File: src/rtl/uart_tx_pkg.sv
// Shared definitions for the memory-mapped UART transmitter:
// register offsets, STATUS bit indices, bus encodings, FSM states.
package uart_tx_pkg;

  localparam logic [1:0] OFF_TXDATA  = 2'd0;
  localparam logic [1:0] OFF_STATUS  = 2'd1;
  localparam logic [1:0] OFF_BAUDDIV = 2'd2;
  localparam logic [1:0] OFF_RSVD    = 2'd3;

  localparam int ST_BUSY  = 0;
  localparam int ST_FULL  = 1;
  localparam int ST_EMPTY = 2;
  localparam int ST_OVF   = 3;
  localparam int ST_CNT   = 8;

  localparam logic [1:0] MW_NONE = 2'b00;
  localparam logic [1:0] MW_SB   = 2'b01;
  localparam logic [1:0] MW_SH   = 2'b10;
  localparam logic [1:0] MW_SW   = 2'b11;

  localparam logic [2:0] LD_LB  = 3'b000;
  localparam logic [2:0] LD_LH  = 3'b001;
  localparam logic [2:0] LD_LW  = 3'b010;
  localparam logic [2:0] LD_LBU = 3'b100;
  localparam logic [2:0] LD_LHU = 3'b101;

  typedef enum logic [2:0] {
    S_IDLE,
    S_START,
    S_DATA,
    S_PARITY,
    S_STOP
  } tx_state_e;

endpackage

File: src/rtl/uart_tx_if.sv
// Data-memory port between the core and the UART register window.
// Core drives address/data/strobes; the UART returns hit and load data.
interface uart_tx_if;
  logic [31:0] addr;
  logic [31:0] wdata;
  logic [1:0]  mem_write;
  logic [2:0]  size_load;
  logic [31:0] rdata;
  logic        hit;

  modport master (
    output addr, wdata, mem_write, size_load,
    input  rdata, hit
  );

  modport slave (
    input  addr, wdata, mem_write, size_load,
    output rdata, hit
  );
endinterface

File: src/rtl/uart_tx_mmio_fifo.sv
// sync_fifo: single-clock FIFO; pushes when full and pops when
// empty are ignored, so callers may strobe without pre-checking.
module sync_fifo #(
  parameter int WIDTH = 8,
  parameter int DEPTH = 8,
  localparam int AW = $clog2(DEPTH)
) (
  input  logic             clk,
  input  logic             reset,
  input  logic             push,
  input  logic             pop,
  input  logic [WIDTH-1:0] din,
  output logic [WIDTH-1:0] dout,
  output logic             full,
  output logic             empty,
  output logic [AW:0]      count
);

  logic [WIDTH-1:0] mem [DEPTH];
  logic [AW-1:0]    wp;
  logic [AW-1:0]    rp;
  logic             push_ok;
  logic             pop_ok;

  assign full    = (count == (AW+1)'(DEPTH));
  assign empty   = (count == '0);
  assign push_ok = push && !full;
  assign pop_ok  = pop && !empty;
  assign dout    = mem[rp];

  always_ff @(posedge clk) begin
    if (push_ok) mem[wp] <= din;
  end

  always_ff @(posedge clk or posedge reset) begin
    if (reset) begin
      wp    <= '0;
      rp    <= '0;
      count <= '0;
    end else begin
      if (push_ok) wp <= wp + 1'b1;
      if (pop_ok)  rp <= rp + 1'b1;
      unique case ({push_ok, pop_ok})
        2'b10:   count <= count + 1'b1;
        2'b01:   count <= count - 1'b1;
        default: count <= count;
      endcase
    end
  end

endmodule

File: src/rtl/uart_tx_mmio.sv
// Memory-mapped UART transmitter, 8N1 by default; define
// UART_TX_PARITY_EN for 8E1 (even parity bit after data bit 7).
module uart_tx_mmio
  import uart_tx_pkg::*;
#(
  parameter logic [31:0] BASE_ADDR   = 32'h0000_1000,
  parameter int          FIFO_DEPTH  = 8,
  parameter logic [15:0] DEFAULT_DIV = 16'd868
) (
  input  logic     clk,
  input  logic     reset,
  uart_tx_if.slave bus,
  output logic     txd
);

  localparam int CW = $clog2(FIFO_DEPTH) + 1;

  logic [31:0] rel;
  logic [1:0]  off;
  logic        wr;
  logic        push;
  logic        pop;
  logic        full;
  logic        empty;
  logic [7:0]  fdout;
  logic [CW-1:0] fcount;

  logic        ovf;
  logic [15:0] div;
  logic [15:0] divm;

  tx_state_e   state, state_n;
  logic [15:0] cnt, cnt_n;
  logic [2:0]  idx, idx_n;
  logic [7:0]  data, data_n;
  logic        par, par_n;
  logic        txd_n;
  logic        last;

  assign rel      = bus.addr - BASE_ADDR;
  assign off      = rel[3:2];
  assign bus.hit  = (rel[31:4] == '0);
  assign wr       = bus.hit && (bus.mem_write != MW_NONE);
  assign push     = wr && (off == OFF_TXDATA);

  sync_fifo #(.WIDTH(8), .DEPTH(FIFO_DEPTH)) u_fifo (
    .clk   (clk),
    .reset (reset),
    .push  (push),
    .pop   (pop),
    .din   (bus.wdata[7:0]),
    .dout  (fdout),
    .full  (full),
    .empty (empty),
    .count (fcount)
  );

  always_ff @(posedge clk or posedge reset) begin
    if (reset) begin
      ovf <= 1'b0;
      div <= DEFAULT_DIV;
    end else begin
      if (push && full)
        ovf <= 1'b1;
      else if (wr && off == OFF_STATUS && bus.wdata[3])
        ovf <= 1'b0;
      if (wr && off == OFF_BAUDDIV)
        div <= bus.wdata[15:0];
    end
  end

  // A divisor of 0 behaves as 1 so the line can never stall.
  assign divm = (div == '0) ? 16'd1 : div;
  assign last = (cnt <= 16'd1);

  always_ff @(posedge clk or posedge reset) begin
    if (reset) begin
      state <= S_IDLE;
      cnt   <= '0;
      idx   <= '0;
      data  <= '0;
      par   <= 1'b0;
      txd   <= 1'b1;
    end else begin
      state <= state_n;
      cnt   <= cnt_n;
      idx   <= idx_n;
      data  <= data_n;
      par   <= par_n;
      txd   <= txd_n;
    end
  end

  always_comb begin
    state_n = state;
    cnt_n   = last ? cnt : cnt - 1'b1;
    idx_n   = idx;
    data_n  = data;
    par_n   = par;
    txd_n   = txd;
    pop     = 1'b0;
    unique case (state)
      S_IDLE: begin
        cnt_n = cnt;
        if (!empty) begin
          pop     = 1'b1;
          state_n = S_START;
          data_n  = fdout;
          par_n   = ^fdout;
          cnt_n   = divm;
          txd_n   = 1'b0;
        end
      end
      S_START: begin
        if (last) begin
          state_n = S_DATA;
          idx_n   = '0;
          cnt_n   = divm;
          txd_n   = data[0];
        end
      end
      S_DATA: begin
        if (last) begin
          cnt_n = divm;
          if (idx == 3'd7) begin
`ifdef UART_TX_PARITY_EN
            state_n = S_PARITY;
            txd_n   = par;
`else
            state_n = S_STOP;
            txd_n   = 1'b1;
`endif
          end else begin
            idx_n  = idx + 1'b1;
            data_n = {1'b0, data[7:1]};
            txd_n  = data[1];
          end
        end
      end
      S_PARITY: begin
        if (last) begin
          state_n = S_STOP;
          cnt_n   = divm;
          txd_n   = 1'b1;
        end
      end
      S_STOP: begin
        if (last) begin
          if (!empty) begin
            pop     = 1'b1;
            state_n = S_START;
            data_n  = fdout;
            par_n   = ^fdout;
            cnt_n   = divm;
            txd_n   = 1'b0;
          end else begin
            state_n = S_IDLE;
            txd_n   = 1'b1;
          end
        end
      end
      default: begin
        state_n = S_IDLE;
        txd_n   = 1'b1;
      end
    endcase
  end

  logic [31:0] status;
  logic [31:0] word;
  logic [31:0] bsh;
  logic [31:0] hsh;

  always_comb begin
    status = '0;
    status[ST_BUSY]  = (state != S_IDLE);
    status[ST_FULL]  = full;
    status[ST_EMPTY] = empty;
    status[ST_OVF]   = ovf;
    status[ST_CNT+:4] = 4'(fcount);
  end

  always_comb begin
    word = '0;
    unique case (1'b1)
      (off == OFF_STATUS):  word = status;
      (off == OFF_BAUDDIV): word = {16'h0, div};
      default:              word = '0;
    endcase
  end

  assign bsh = word >> {rel[1:0], 3'b000};
  assign hsh = word >> {rel[1], 4'b0000};

  always_comb begin
    bus.rdata = '0;
    if (bus.hit) begin
      unique case (bus.size_load)
        LD_LB:   bus.rdata = {{24{bsh[7]}}, bsh[7:0]};
        LD_LH:   bus.rdata = {{16{hsh[15]}}, hsh[15:0]};
        LD_LBU:  bus.rdata = {24'h0, bsh[7:0]};
        LD_LHU:  bus.rdata = {16'h0, hsh[15:0]};
        default: bus.rdata = word;
      endcase
    end
  end

endmodule

File: src/flat_wrapper.sv
// flat-port wrapper written by rule: the top's interface ports become plain ports
module uart_tx_mmio_flat import uart_tx_pkg::*;
#(
  parameter logic [31:0] BASE_ADDR   = 32'h0000_1000,
  parameter int          FIFO_DEPTH  = 8,
  parameter logic [15:0] DEFAULT_DIV = 16'd868
)
  (clk, reset, txd, bus_addr, bus_wdata, bus_mem_write, bus_size_load, bus_rdata, bus_hit);
  uart_tx_if bus_i ();
  input  logic clk;
  input  logic reset;
  output logic txd;
  input wire logic [$bits(bus_i.addr)-1:0] bus_addr;
  input wire logic [$bits(bus_i.wdata)-1:0] bus_wdata;
  input wire logic [$bits(bus_i.mem_write)-1:0] bus_mem_write;
  input wire logic [$bits(bus_i.size_load)-1:0] bus_size_load;
  output wire logic [$bits(bus_i.rdata)-1:0] bus_rdata;
  output wire logic [$bits(bus_i.hit)-1:0] bus_hit;
  assign bus_i.addr = bus_addr;
  assign bus_i.wdata = bus_wdata;
  assign bus_i.mem_write = bus_mem_write;
  assign bus_i.size_load = bus_size_load;
  assign bus_rdata = bus_i.rdata;
  assign bus_hit = bus_i.hit;
  uart_tx_mmio #(.BASE_ADDR(BASE_ADDR), .FIFO_DEPTH(FIFO_DEPTH), .DEFAULT_DIV(DEFAULT_DIV)) u_core (.clk(clk), .reset(reset), .bus(bus_i), .txd(txd));
endmodule
File: config.mk
export PLATFORM = sky130hd
export DESIGN_NAME = uart_tx_mmio_flat
export DESIGN_NICKNAME = d
export VERILOG_FILES = /design/src/rtl/uart_tx_pkg.sv /design/src/rtl/uart_tx_if.sv /design/src/rtl/uart_tx_mmio_fifo.sv /design/src/rtl/uart_tx_mmio.sv /design/src/flat_wrapper.sv
export SDC_FILE = /design/constraint.sdc
export NUM_CORES = 1
export LEC_CHECK = 0
export ABC_AREA = 1
export BUFFER_PORTS_ARGS = -buffer_cell sky130_fd_sc_hd__clkbuf_2
export CORE_MARGIN = 5
export CORE_UTILIZATION = 53
export CTS_BUF_LIST = sky130_fd_sc_hd__clkbuf_4 sky130_fd_sc_hd__clkbuf_8
export DETAILED_ROUTE_END_ITERATION = 10
export PLACE_DENSITY_LB_ADDON = 0.15
export SLEW_MARGIN = 10
export SYNTH_ARGS = -nofsm -noshare
export SYNTH_HDL_FRONTEND = slang
export SYNTH_SLANG_ARGS = --single-unit
File: constraint.sdc
create_clock -name clk -period 2.9 [get_ports clk]
set_clock_uncertainty 0.15 [all_clocks]
set_input_delay 0.145 -clock clk [delete_from_list [all_inputs] [get_ports clk]]
set_output_delay 0.145 -clock clk [all_outputs]
set_load 0.01 [all_outputs]
# Yosys cells after proc, flatten, opt, wreduce, memory -nomap -nowiden

Memory sizes are Yosys's and may differ from the RTL's.
Cells that the tools add are included.

Add/subtract/negate cells: 7
$lt $le $gt $ge: 1
Equal/unequal tests: 20
Shifts and indexed selects: 2
Multiplexer cells: 43
Reductions and logical operators: 27

Operators by type and width:

| kind                     | number |
|---|---|
| $pmux W32 S4             | 1 |
| $mux W16                 | 6 |
| $pmux W16 S3             | 1 |
| $mux W32                 | 1 |
| $mux W8                  | 4 |
| $pmux W16 S2             | 1 |
| $sub A32 B13 Y32 const B | 1 |
| $logic_not A28 Y1        | 1 |
| $mux W3                  | 9 |
| $pmux W8 S3              | 1 |
| $le A16 B1 Y1 const B    | 1 |
| $logic_not A16 Y1        | 1 |
| $shr A16 B5 Y16          | 1 |
| $shr A16 B5 Y8           | 1 |
| $sub A16 B1 Y16 const B  | 1 |
| $pmux W3 S5              | 1 |
| $mux W1                  | 14 |
| $eq A3 B3 Y1 const B     | 4 |
| $ne A2 B1 Y1 const B     | 5 |
| $add A3 B1 Y3 const B    | 3 |
| $logic_and A1 B1 Y1      | 8 |
| $pmux W4 S2              | 1 |
| $reduce_and A4 Y1        | 2 |
| $reduce_bool A2 Y1       | 4 |
| other kinds (19)         | 27 |

Register bits: 58
RAM bits: 64
Output and inout port bits: 34
Logic and storage cells: 111
Memories kept: 1

Memories:

| name              | depth | width | read ports | clocked after memory_dff | write ports | RTL line                | text |
|---|---|---|---|---|---|---|---|
| u_core.u_fifo.mem | 8     | 8     | 1          | 0                        | 1           | uart_tx_mmio_fifo.sv:19 | `logic [WIDTH-1:0] mem [DEPTH];` |

# Logic depth before layout (Yosys ltp)

Gate-level depths: netlist of the first run.

Depth after elaboration: 7
Gate-level depth with buffers: 21
Gate-level depth less buffers: 21

# Hierarchy

Synthesis of the first run repeated with hierarchy kept, for this count alone.

Cell total of the unflattened synthesis: 1,110
Area total of the unflattened synthesis: 8,039.0 µm²

Modules (own cells, without submodules):

| module       | instances | cells each | area each (µm²) | sequential area each (µm²) |
|---|---|---|---|---|
| uart_tx_mmio | 1         | 752        | 4,633.2         | 1,208.7 |
| sync_fifo    | 1         | 358        | 3,405.8         | 2,172.1 |

# Worst setup path before layout of the first run

OpenSTA, ideal clock, no wires.

Path kind: register -> register
Start: reg u_core.cnt[0]
End: reg u_core.u_fifo.count[3]
Library setup time: 0.122 ns
Arrival: 2.636 ns
Setup slack: -0.009 ns
Cell stages (with the launch flop): 18
Clock period less this slack: 2.909 ns
Cells stage by stage: dfrtp_1 -> inv_1 -> ha_1 -> inv_1 -> a21oi_1 -> nand3_1 -> inv_1 -> nand2_1 -> a21oi_1 -> ha_1 -> ha_1 -> nand2_1 -> nor2_1 -> a211oi_1 -> nor2_1 -> nor2_1 -> nand2_1 -> xor2_1

Longest elaborated chain between the ends: 6
Elaborated cells between the ends (all ways): 8
Those cells by class: order compare: 1; eq/ne: 2; mux: 3; reduce/logical: 2

RTL lines:

| element                                                  | RTL line                | text |
|---|---|---|
| from (decl)                                              | uart_tx_mmio.sv:33      | `logic [15:0] cnt, cnt_n;` |
| from (signal assigned)                                   | uart_tx_mmio.sv:86      | `cnt <= cnt_n;` |
| $le A16 B1 Y1 *                                          | uart_tx_mmio.sv:74      | `assign last = (cnt <= 16'd1);` |
| $mux W1 *                                                | uart_tx_mmio.sv:148     | `if (last) begin` |
| $pmux W1 S2 *                                            | uart_tx_mmio.sv:102     | `unique case (state)` |
| $logic_and A1 B1 Y1 *                                    | uart_tx_mmio_fifo.sv:28 | `assign pop_ok = pop && !empty;` |
| named net u_core.u_fifo.pop_ok                           | uart_tx_mmio_fifo.sv:23 | `logic pop_ok;` |
| $eq A2 B1 Y1 / $eq A2 B2 Y1 (equally long branches)      | uart_tx_mmio_fifo.sv:43 | `unique case ({push_ok, pop_ok})` |
| $pmux W4 S2 / $reduce_bool A2 Y1 (equally long branches) | n/a                     |  |
| to (signal assigned)                                     | uart_tx_mmio_fifo.sv:44 | `2'b10: count <= count + 1'b1;` |
| to (signal assigned)                                     | uart_tx_mmio_fifo.sv:45 | `2'b01: count <= count - 1'b1;` |
| to (signal assigned)                                     | uart_tx_mmio_fifo.sv:46 | `default: count <= count;` |
| to (decl)                                                | uart_tx_mmio_fifo.sv:16 | `output logic [AW:0] count` |

The timed path passes the listed nets; every way through them passes the cells marked *.
A chain may end at the register's enable or synchronous reset.

# Final worst setup path of the first run

Start: reg u_core.cnt[1]
End: reg u_core.u_fifo.count[3]

Same word-level chain as after synthesis.

==> impl_results.md, run 1 <==
* Worst Tran Pin Value at 0.768 ns
* CTS tree: done
* Multi-input logic area at a little over 0.003 mm^2
* Site Rows at 41
* Final setup TNS at 0 ns
* P_sw at between 1 and 1.5 mW
* Storage cell area at ~0.0034 mm^2
* Io pins at about 110
* Nets at 1,065
* Share of layout cells above drive strength 1 at 0.199
* Post-Syn Nets at 939
* Reg power frac at 0.425
* Global-route wire length before repair at ~28,000 um
* First-pass iteration count of the detailed router at 6
* CP Capture Type: flop
* WL met2 at between 8000 and 9000 um
* Syn_area_per_cell at 8.03 um^2
* Final worst slack at around 0.13 ns
* Clk slew on worst S/H paths at ~0.080 ns
* CP Class: reg2reg
* DRC Markers at 0
* Fin. Hold Viols at 0
* Die ar. at approximately 0.015 mm^2
* Vias in the first global route at 5,982
* Largest net degree at the start of global routing at 35
* Worst EP arrival at 2.96 ns
* Internal at ~3.1 mW
* Synth Warn # at 0
* DR iter-0 viols at 546
* R2R Setup Slk at between 0.1 and 0.15 ns
* WL final at 17,500 um
* Total GRT Usage at 0.237
* Post-synth EDFFs at 64
* H-Tree Level Count at 4
* Number of I/O port buffers at ~90
* Post-DRT Antenna Nets at 0
* Critical path, cell by cell: inv_2 -> ha_4 -> inv_2 -> a21oi_2 -> nand3_1 -> inv_2 -> nand2_4 -> a21oi_4 -> ha_4 -> ha_4 -> nand2_2 -> nor2_2 -> a211oi_2 -> nor2_1 -> nor2_1 -> nand2_1 -> xor2_1
* Register bit count reported by yosys at about 120
* Root buf cell: clkbuf_8
* Cell Area, Synth at 0.00686 mm^2
* FFs w/ async S/R, synth at 0.475
* Net Sw Frac at 0.295
* Dpl hpwl at between 10,000 and 15,000 um
* Hold Slack at 0.0972 ns
* Final Max Tran Viols at 0
* Setup violators final at 0
* Core area at 0.0127 mm^2
* Pwr per Cell Area at ~530 mW/mm^2
* CP Launch Type: flop
* Seq/Total Area, Yosys at 0.493
* DR vias at 6,340
* Vias per cell at 5.44
* Post-Syn Instances at 855
* DRT met1 WL at just under 8000 um
* Max cap viols at 0
* Die height at 124 um
* Initial antenna violation count at 0
* Avg WL per Cell at between 15 and 20 um
* Max-slew headroom at 0.488
* Status: complete, no violations
* DR WL met3 at about 1200 um
* CTS Buf Count at 17
* Worst slack, placed at -0.0496 ns
* Antenna diodes at 0
* Clock tree sinks at around 120
* F_max at ~360 MHz
* Max clock buf depth at 2
* Area delta synth->final at 20.9%
* # placed instances at about 1,100
* Layout fillers at about 1,100
* Max Fanout on Critical Path at 3
* Cell leakage power at 3.72 nW
* Clock power share at 0.369
* Synth unique cells at 42
* Final critical-path required period at between 2 and 3 ns
* VDD IR max at ~260 uV
* Chip width at ~120 um
* Clock Latency Late Sink at 0.44 ns
* Period Utilization, post-route at 0.956
* Comb power frac at 0.206
* Worst EP required at ~3.1 ns
* Hold Crit Class: in2reg
* Initial core utilization at 0.542
* CP bufs+invs at 3
* CP delay by family, top: compound AO/OA/AOI/OAI gates
* Congestion Overflow GR at 0
* Final Instance Count excl. Fillers at ~1,200
* Max stage delay on crit path at 0.41 ns
* RePlAce Congestion at 0.906
* Top sig layer: met4
* Slowest cell on crit path: dfrtp_1
* Top_reg_cell synth: edfxtp_1
## cell families after synthesis
kind of cell	Yosys count	share of synthesized area
simple gates	433	0.266
buf+inv	124	0.0801
flops	122	0.493
compound gates	154	0.125
xor+xnor	9	0.0115
fa+ha+maj	13	0.0248
## registers in the layout, indices dropped and copies added, names as in the netlist, 3 cells and up
name and flops:
u_core.u_fifo.wp 3, u_core.u_fifo.mem 64, u_core.state 3, u_core.data 8, u_core.u_fifo.rp 3, u_core.idx 3
u_core.u_fifo.count 4, u_core.cnt 16, u_core.div 16
## placed cells by master (no fill, tap or decap), types with 3 or more instances in the layout
master / instances
nor3_1: 5
buf_4: 40
clkbuf_2: 88
o22ai_1: 22
clkinv_1: 3
ha_1: 7
clkinv_4: 3
dfrtp_1: 52
nor2_1: 141
ha_4: 5
nand3_1: 56
inv_1: 77
inv_2: 6
edfxtp_1: 64
nand4_1: 10
a31oi_1: 10
o21ai_0: 87
nand2_1: 199
bufinv_16: 4
a21oi_1: 20
o21ai_1: 4
dlygate4sd3_1: 17
dfstp_2: 6
clkbuf_8: 17
nor2_2: 7
xor2_1: 8
clkinvlp_4: 6
## worst reg2reg max path: stages (launching register included)
cell      delay [ns]
dfrtp_1         0.41
inv_2           0.12
ha_4            0.15
inv_2           0.04
a21oi_2         0.12
nand3_1         0.12
inv_2           0.11
nand2_4         0.07
a21oi_4         0.24
ha_4            0.22
ha_4            0.22
nand2_2         0.06
nor2_2          0.04
a211oi_2        0.24
nor2_1          0.08
nor2_1          0.10
nand2_1         0.07
xor2_1          0.13
## cell type report
class / count / area share
flip-flops and latches: 122 / 0.408
multi-input cells: 609 / 0.365
repair buffers: 145 / 0.110
inverters: 86 / 0.0389
clock buffers: 17 / 0.0282
well taps: 172 / 0.0259
clock inverters: 15 / 0.0243
## power by group through the flow
stage | clock [mW] | sequential, mW | combinational (mW)
after CTS | 1.66 | 1.88 | 0.816
final | 1.64 | 1.88 | 0.914
after detailed placement | 0 | 1.92 | 0.789
after floorplan | 0 | 1.92 | 0.507
after global placement | 0 | 1.92 | 0.769
after global routing | 1.74 | 1.89 | 1.02
## Yosys cell counts, types with 2 or more instances
cell	n	area (um^2)
nor2_4	2	22.5
nand4_1	10	62.6
ha_1	12	150
dfrtp_1	52	1300
buf_2	7	35.0
nand2_1	201	754
o21ai_1	4	20.0
o21ai_0	87	435
nor3_1	5	25.0
nor2_2	5	31.3
edfxtp_1	64	1920
nand3b_1	2	15.0
xor2_1	8	70.1
o221ai_1	2	17.5
nor2_1	143	537
a211oi_1	2	15.0
inv_1	82	308
a21oi_1	22	110
o22ai_1	22	138
a21o_1	2	15.0
buf_6	2	22.5
nor4_1	2	12.5
buf_4	16	120
nand3_1	56	280
clkinv_1	3	11.3
clkbuf_1	12	45.0
a31oi_1	10	62.6
dfstp_2	6	158
## repair_timing
action,4_1_cts,5_1_grt
resized for setup,2,18
hold buffers,17,0
setup buffers,0,8
endpoints found under the hold margin,112,0
setup endpoints to repair,1,1
pin swaps,0,9
gates cloned,0,0
## worst paths after layout
path / startpoint / endpoint / cells past startpoint
setup / recovery: u_core.cnt[1] / u_core.u_fifo.count[3] / 17
setup reg to reg: u_core.cnt[1] / u_core.u_fifo.count[3] / 17
min in group asynchronous: reset / u_core.data[0] / 3
max in group asynchronous: reset / u_core.div[2] / 4
hold reg to reg: u_core.div[3] / u_core.div[3] / 2
hold / removal: bus_addr[2] / u_core.ovf / 5
## through the flow
step	utilization	cell area, um^2	power, mW
6_report	0.655	8290	4.44
5_1_grt	0.655	8290	4.65
4_1_cts	0.643	8150	4.36
3_5_place_dp	0.595	7530	2.71
3_3_place_gp	0.595	7530	2.68
2_1_floorplan	-	6870	2.42
## metal layers
metal,vias to the layer above,global-route usage
met3,28,0.0568
met2,231,0.368
met1,2998,0.331
met4,0,0.0706
met5,-,0
li1,3083,-
No activity file was read; power rests on OpenSTA's default activity.
==> inputs of run 2 (changes only) <==
Settings changed: RECOVER_POWER from default to 100.
==> run 2 against run 1 <==
Sequential cell count stayed put; first-iteration DRC count increased by 0.18%; largest cell class unchanged; register-to-register slack barely moved; die area is the same; largest power group unchanged; critical endpoint unchanged; highest routed layer unchanged.
==> impl_results.md, run 2 (synthesized netlist as in run 1, its figures left out) <==
* R2R Setup Slk at 0.12 ns (about the same)
* CTS Buf Count at 17 (unchanged)
* CP delay by family, top: compound AO/OA/AOI/OAI gates
* Top sig layer: met4
* Site Rows at 41 (unchanged)
* Status: complete, no violations
* Worst Hold End: u_core.ovf
* Hold Path Depth at 5 (unchanged)
* Crit path launch: u_core.cnt[1]
* Global-route wire length before repair at 28,300 um (unchanged)
* Root buf cell: clkbuf_8
* Final Max Tran Viols at 0 (unchanged)
* Antenna diodes at 0 (unchanged)
* CP Launch Type: flop
* Total power at 4.43 mW (about the same)
* Period Utilization, post-route at 0.957 (+0.00137)
* Worst EP required at 3.09 ns (about the same)
* Max-slew headroom at 0.132 (-0.356)
* Largest register FFs at 64 (unchanged)
* First-pass iteration count of the detailed router at 5 (-1)
* Top flop regs: u_core.u_fifo.mem (64), u_core.cnt (16), u_core.div (16)
* F_max at 360 MHz (-0.14%)
* Io pins at 105 (unchanged)
* H-Tree Level Count at 4 (unchanged)
* Layout fillers at 1,078 (+1.2%)
* Final critical-path required period at 2.78 ns (+0.00396 ns)
* Pwr per Cell Area at 538 mW/mm^2 (+0.51%)
* Number of I/O port buffers at 88 (unchanged)
* Clk slew on worst S/H paths at 0.08 ns (about the same)
* Area delta synth->final at 20.2%
* WL final at 17,400 um (-0.33%)
* Setup violators final at 0 (unchanged)
* WL met2 at 8160 um (-0.31%)
* Die height at 124 um (unchanged)
* Chip width at 124 um (unchanged)
* CTS tree: done
* Die ar. at 0.0153 mm^2 (unchanged)
* Slowest cell on crit path: dfrtp_1
* DR iter-0 viols at 547 (+0.18%)
* Avg WL per Cell at 15.0 um (-0.33%)
* Fin. Hold Viols at 0 (unchanged)
* Clock Latency Late Sink at 0.44 ns (about the same)
* DRC Markers at 0 (unchanged)
* Worst Tran Pin Value at 1.30 ns (+0.533 ns)
* DR WL met3 at 1210 um (+0.83%)
* CP Capture Type: flop
* RR Startpoint: u_core.cnt[1]
* Critical path, cell by cell: inv_2 -> ha_4 -> inv_2 -> a21oi_2 -> nand3_1 -> inv_2 -> nand2_4 -> a21oi_4 -> ha_4 -> ha_4 -> nand2_2 -> nor2_2 -> a211oi_2 -> nor2_1 -> nor2_1 -> nand2_1 -> xor2_1
* Reg2reg end: u_core.u_fifo.count[3]
* Final setup TNS at 0 ns (unchanged)
* DR vias at 6,348 (+0.13%)
* Most frequent cells in the layout: 200 x nand2_1, 142 x nor2_1, 87 x o21ai_0
* R2R depth at 17 (unchanged)
* Vias in the first global route at 5,982 (unchanged)
* Congestion Overflow GR at 0 (unchanged)
* Core area at 0.0127 mm^2 (unchanged)
* Initial antenna violation count at 0 (unchanged)
* Cell leakage power at 3.67 nW (-1.3%)
* Max clock buf depth at 2 (unchanged)
* Nets at 1,065 (unchanged)
* Initial core utilization at 0.542 (unchanged)
* Most common cell after layout, fill and taps aside: nand2_1
* RePlAce Congestion at 0.906 (unchanged)
* Worst EP arrival at 2.96 ns (about the same)
* Largest net degree at the start of global routing at 35 (unchanged)
* Total GRT Usage at 0.237 (unchanged)
* CP bufs+invs at 3 (unchanged)
* Hold Crit Class: in2reg
* Top reg by flops: u_core.u_fifo.mem
* VDD IR max at 255 uV (-0.38%)
* Clock tree sinks at 122 (unchanged)
* Dpl hpwl at 12,500 um (unchanged)
* Min-delay src: bus_addr[2]
* Post-DRT Antenna Nets at 0 (unchanged)
* Max Fanout on Critical Path at 3 (unchanged)
* Share of layout cells above drive strength 1 at 0.182 (-0.0171)
* DRT met1 WL at 7790 um (-0.42%)
* CP Class: reg2reg
* Vias per cell at 5.44 (+0.13%)
* Max cap viols at 0 (unchanged)
* Max stage delay on crit path at 0.41 ns (about the same)
-- run 2: how the worst max path moves through the flow --
stage                                   endpoint  slack [ns]  cells after the start
after floorplan           u_core.u_fifo.count[3]         0.1                     17
after global placement    u_core.u_fifo.count[3]        0.05                     20
after detailed placement  u_core.u_fifo.count[3]       -0.05                     17
after CTS                 u_core.u_fifo.count[3]        0.06                     17
after global routing      u_core.u_fifo.count[3]       -0.02                     17
final                     u_core.u_fifo.count[3]        0.12                     17
-- run 2: power by group --
group	internal, mW	total [mW]	switching, mW
combinational	0.324	0.913	0.589
clock	0.934	1.64	0.703
sequential	1.86	1.88	0.0184
-- run 2: metrics by stage --
stage | setup WS, ns | util | cell area, um^2 | hold WS [ns] | std cells
after floorplan | 0.0977 | - | 6870 | 0.0939 | 855
after global placement | 0.0519 | 0.595 | 7530 | 0.139 | 1109
after detailed placement | -0.0496 | 0.595 | 7530 | 0.145 | 1109
after CTS | 0.0573 | 0.643 | 8150 | 0.0807 | 1158
after global routing | -0.0156 | 0.651 | 8250 | 0.110 | 1166
final | 0.124 | 0.651 | 8250 | 0.0965 | 1166
-- run 2: what timing repair did --
item	CTS	global route
buffers inserted	0	8
endpoints found under the setup margin	1	1
resized for setup	2	18
hold buffers	17	0
pin swaps	0	9
endpoints found under the hold margin	112	0
-- run 2: layer usage --
| metal | GRT usage | up-vias |
|---|---|---|
| met1 | 0.331 | 3007 |
| li1 | - | 3080 |
| met3 | 0.0568 | 29 |
| met2 | 0.368 | 232 |
| met4 | 0.0706 | 0 |
| met5 | 0 | - |
-- run 2: area by class of cell --
class,instances,area (um^2),area share
clock buffers,17,234,0.0284
clock inverters,15,201,0.0244
inverters,86,323,0.0392
multi-input cells,609,3000,0.364
flip-flops and latches,122,3380,0.410
well taps,172,215,0.0261
repair buffers,145,891,0.108
-- run 2: tightest hold or removal path: stages --
cell and delay (ns):
clkbuf_2 0.09, ha_1 0.23, nand3_1 0.09, nand2_1 0.06, nand2_1 0.04
==> inputs of run 3 (changes only) <==
Settings changed: CELL_PAD_IN_SITES_DETAIL_PLACEMENT from default to 0, CELL_PAD_IN_SITES_GLOBAL_PLACEMENT from default to 1, CORE_UTILIZATION 53 to 40, SYNTH_HIERARCHICAL from default to 1.
==> run 3 against run 2 <==
Cell count up 29%; sequential share of layout area down 4.5 points; sequential cell count unchanged; largest cell class is now multi-input combinational cells.
==> impl_results.md, run 3 <==
* Register bit count reported by yosys at 122 (unchanged)
* R2R depth at 19 (+2)
* Io pins at 105 (unchanged)
* RR Startpoint: u_core/cnt[1]
* Critical path, cell by cell: inv_1 -> ha_1 -> inv_1 -> nand2_1 -> nand2_1 -> nor2_2 -> nand2_1 -> inv_2 -> nor2_1 -> nor2_1 -> nand2_1 -> inv_2 -> ha_4 -> ha_1 -> or2_2 -> nand2_1 -> nand2_1 -> nand3_1 -> nand2_1
* Hold Slack at 0.0542 ns (-0.0423 ns)
* CTS Buf Count at 17 (unchanged)
* Total GRT Usage at 0.193 (-0.0439)
* Post-DRT Antenna Nets at 0 (unchanged)
* Antenna diodes at 0 (unchanged)
* Cell Area, Synth at 0.00804 mm^2 (+17%)
* CP Launch Type: flop
* Setup Fix Bufs, Post-CTS at 0 (unchanged)
* CTS tree: done
* Period Utilization, post-route at 0.902 (-0.0549)
* Post-Syn Instances at 1,110 (+30%)
* Root buf cell: clkbuf_8
* Die height at 152 um (+23%)
* Max Fanout on Critical Path at 4 (+1)
* Worst EP required at 3.09 ns (about the same)
* Nets at 1,306 (+23%)
* Worst Hold End: u_core/ovf
* Initial antenna violation count at 0 (unchanged)
* WL final at 21,100 um (+21%)
* Top-area cell type share of the netlist area at 0.239 (-0.0410)
* Vias per cell at 4.89 (-10%)
* Min-delay src: bus_addr[14]
* Comb power frac at 0.053 (-0.153)
* Top_reg_cell synth: edfxtp_1
* Die ar. at 0.0230 mm^2 (+50%)
* Worst Tran Pin Value at 1.00 ns (-0.300 ns)
* Post-Syn Nets at 1,194 (+27%)
* Synth unique cells at 43 (+2.4%)
* Core area at 0.0197 mm^2 (+55%)
* First-pass iteration count of the detailed router at 6 (+1)
* Status: complete, no violations
* Most frequent CP cell: nand2_1
* Total power at 3.62 mW (-18%)
* RSZ-0062 raised after global routing: false
* Avg WL per Cell at 14.1 um (-5.9%)
* CP Class: reg2reg
* Vias in the first global route at 7,007 (+17%)
* Slowest cell on crit path: dfrtp_1
* Seq/Total Area, Yosys at 0.421 (-0.0722)
* Most common cell in the synthesized netlist: nand2_1
* FFs w/ async S/R, synth at 0.475 (unchanged)
* Hold Path Depth at 7 (+2)
* Most common cell after layout, fill and taps aside: nand2_1
* DR iter-0 viols at 472 (-14%)
* Congestion Overflow GR at 0 (unchanged)
* Final Max Tran Viols at 0 (unchanged)
* Area delta synth->final at 15.2%
* Reg power frac at 0.504 (+0.079)
* Synth Warn # at 6 (+6)
* Max stage delay on crit path at 0.38 ns (-0.03 ns)
* Max-slew headroom at 0.333 (+0.201)
* Cell leakage power at 4.31 nW (+18%)
* Synth top area cells: edfxtp_1 24%, dfrtp_1 16%, nand2_1 16%
* Clock Latency Late Sink at 0.44 ns (about the same)
* Final critical-path required period at 2.62 ns (-0.159 ns)
* Largest net degree at the start of global routing at 55 (+57%)
* DR vias at 7,340 (+16%)
* Final Instance Count excl. Fillers at 1,500 (+29%)
* Most frequent cells in the layout: 347 x nand2_1, 152 x nor2_1, 135 x inv_1
* Reg2reg end: u_core/u_fifo/count[3]
* Fin. Hold Viols at 0 (unchanged)
* Post-synth top area cell: edfxtp_1
* Internal at 2.77 mW (-11%)
* Syn_area_per_cell at 7.24 um^2 (-9.8%)
* Clk slew on worst S/H paths at 0.09 ns (about the same)
* Max clock buf depth at 2 (unchanged)
* VDD IR max at 268 uV (+5.2%)
* Placed cell area at 0.00875 mm^2 (+16%)
* Clock tree sinks at 122 (unchanged)
* Worst EP arrival at 2.81 ns (-0.15 ns)
* R2R Setup Slk at 0.28 ns (+0.16 ns)
* # placed instances at 1,451 (+31%)
* Dpl hpwl at 15,600 um (+26%)
* Post-synth EDFFs at 64 (unchanged)
* Number of I/O port buffers at 88 (unchanged)
* Global-route wire length before repair at 35,400 um (+25%)
* CP delay by family, top: simple AND/OR/NAND/NOR gates
* Pwr per Cell Area at 391 mW/mm^2 (-27%)
* Final instance area at 0.00926 mm^2 (+12%)
* Largest register FFs at 64 (unchanged)
* F_max at 382 MHz (+6.1%)
* P_sw at 0.852 mW (-35%)
* Synth cell count leaders: 346 x nand2_1, 151 x nor2_1, 137 x inv_1
* Net Sw Frac at 0.235 (-0.0602)
* Max cap viols at 0 (unchanged)
* Setup violators final at 0 (unchanged)
* Share of layout cells above drive strength 1 at 0.129 (-0.0533)
* Site Rows at 51 (+24%)
* Clock power share at 0.443 (+0.074)
* Hold Crit Class: in2reg
* Initial core utilization at 0.409 (-0.132)
* CP bufs+invs at 4 (+1)
* CP Capture Type: flop
* DRC Markers at 0 (unchanged)
* H-Tree Level Count at 4 (unchanged)
* WP depth at 19 (+2)
* RePlAce Congestion at 0.844 (-6.9%)
* Top reg by flops: u_core/u_fifo/mem
* Top flop regs: u_core/u_fifo/mem (64), u_core/cnt (16), u_core/div (16)
* Final setup TNS at 0 ns (unchanged)
* Chip width at 152 um (+23%)
run 3: cell types whose count changed after synthesis, sizes merged, moves of 6 or more:
cell    change
nand4      +18
nor3        +8
a21oi      +31
a22oi       +6
xnor2       +6
nand3      -14
inv        +58
buf        +13
mux2i       +7
o211ai      +7
nand2     +151
nor2       +20
o22ai      -18
o21ai      -28
run 3: metal layers:
metal  vias up  GRT usage  routed length, um
met2       183      0.307               9580
met3        16     0.0303                980
met1      3361      0.278              10400
met5         -          0                  0
li1       3780          -                  -
met4         0     0.0431                209
run 3: how the worst max path moves through the flow:
| stage | start | endpoint |
|---|---|---|
| floorplan | bus_addr[17] | u_core/u_fifo/count[3] |
| global placement | bus_addr[17] | u_core/u_fifo/count[3] |
| detailed placement | bus_addr[17] | u_core/u_fifo/count[3] |
| CTS | u_core/cnt[0] | u_core/u_fifo/count[3] |
| global route | bus_addr[21] | bus_rdata[20] |
| finish | u_core/cnt[1] | u_core/u_fifo/count[3] |
run 3: worst reg2reg max path, cell delays in order, from the launching register on:
cell and delay [ns]:
dfrtp_1 0.38, inv_1 0.12, ha_1 0.15, inv_1 0.05
nand2_1 0.06, nand2_1 0.05, nor2_2 0.10, nand2_1 0.09
inv_2 0.07, nor2_1 0.05, nor2_1 0.16, nand2_1 0.11
inv_2 0.09, ha_4 0.14, ha_1 0.24, or2_2 0.29
nand2_1 0.07, nand2_1 0.04, nand3_1 0.06, nand2_1 0.05
run 3: power groups by stage:
stage          Clock [mW]  Sequential, mW  Combinational [mW]
2_1_floorplan           0            1.86              0.0879
4_1_cts              1.66            1.82               0.197
3_3_place_gp            0            1.86               0.180
3_5_place_dp            0            1.86               0.179
6_report             1.61            1.82               0.191
5_1_grt              1.73            1.82               0.216
run 3: kinds of logic (layout without fill, tap and decap cells):
| group | after synthesis | after routing | synth area share |
|---|---|---|---|
| and+or+nand+nor | 621 | 621 | 0.328 |
| buffers and inverters | 193 | 318 | 0.113 |
| AOI/OAI and AO/OA | 143 | 143 | 0.0962 |
| DFF | 122 | 122 | 0.421 |
| adders and majority gates | 13 | 13 | 0.0212 |
| xor gates and xnor gates | 11 | 11 | 0.0120 |
| muxes | 7 | 7 | 0.00872 |
run 3: cell type report:
cell class | count | area (um^2)
clock buffers | 19 | 249
repair buffers | 145 | 833
fillers | 2095 | 10400
flip-flops and latches | 122 | 3380
multi-input cells | 795 | 3770
clock inverters | 13 | 168
well taps | 265 | 332
inverters | 141 | 529
run 3: stage by stage:
stage,utilization,setup WS (ns)
after CTS,0.475,0.0735
after detailed placement,0.445,0.0582
after floorplan,-,0.0794
after global placement,0.445,0.0782
final,0.471,0.283
after global routing,0.471,0.0142
run 3: timing repair:
item                                    in CTS  in global routing
endpoints found under the setup margin       0                  3
endpoints found under the hold margin      116                  0
hold buffers                                17                  0
gates resized for setup                      0                  7
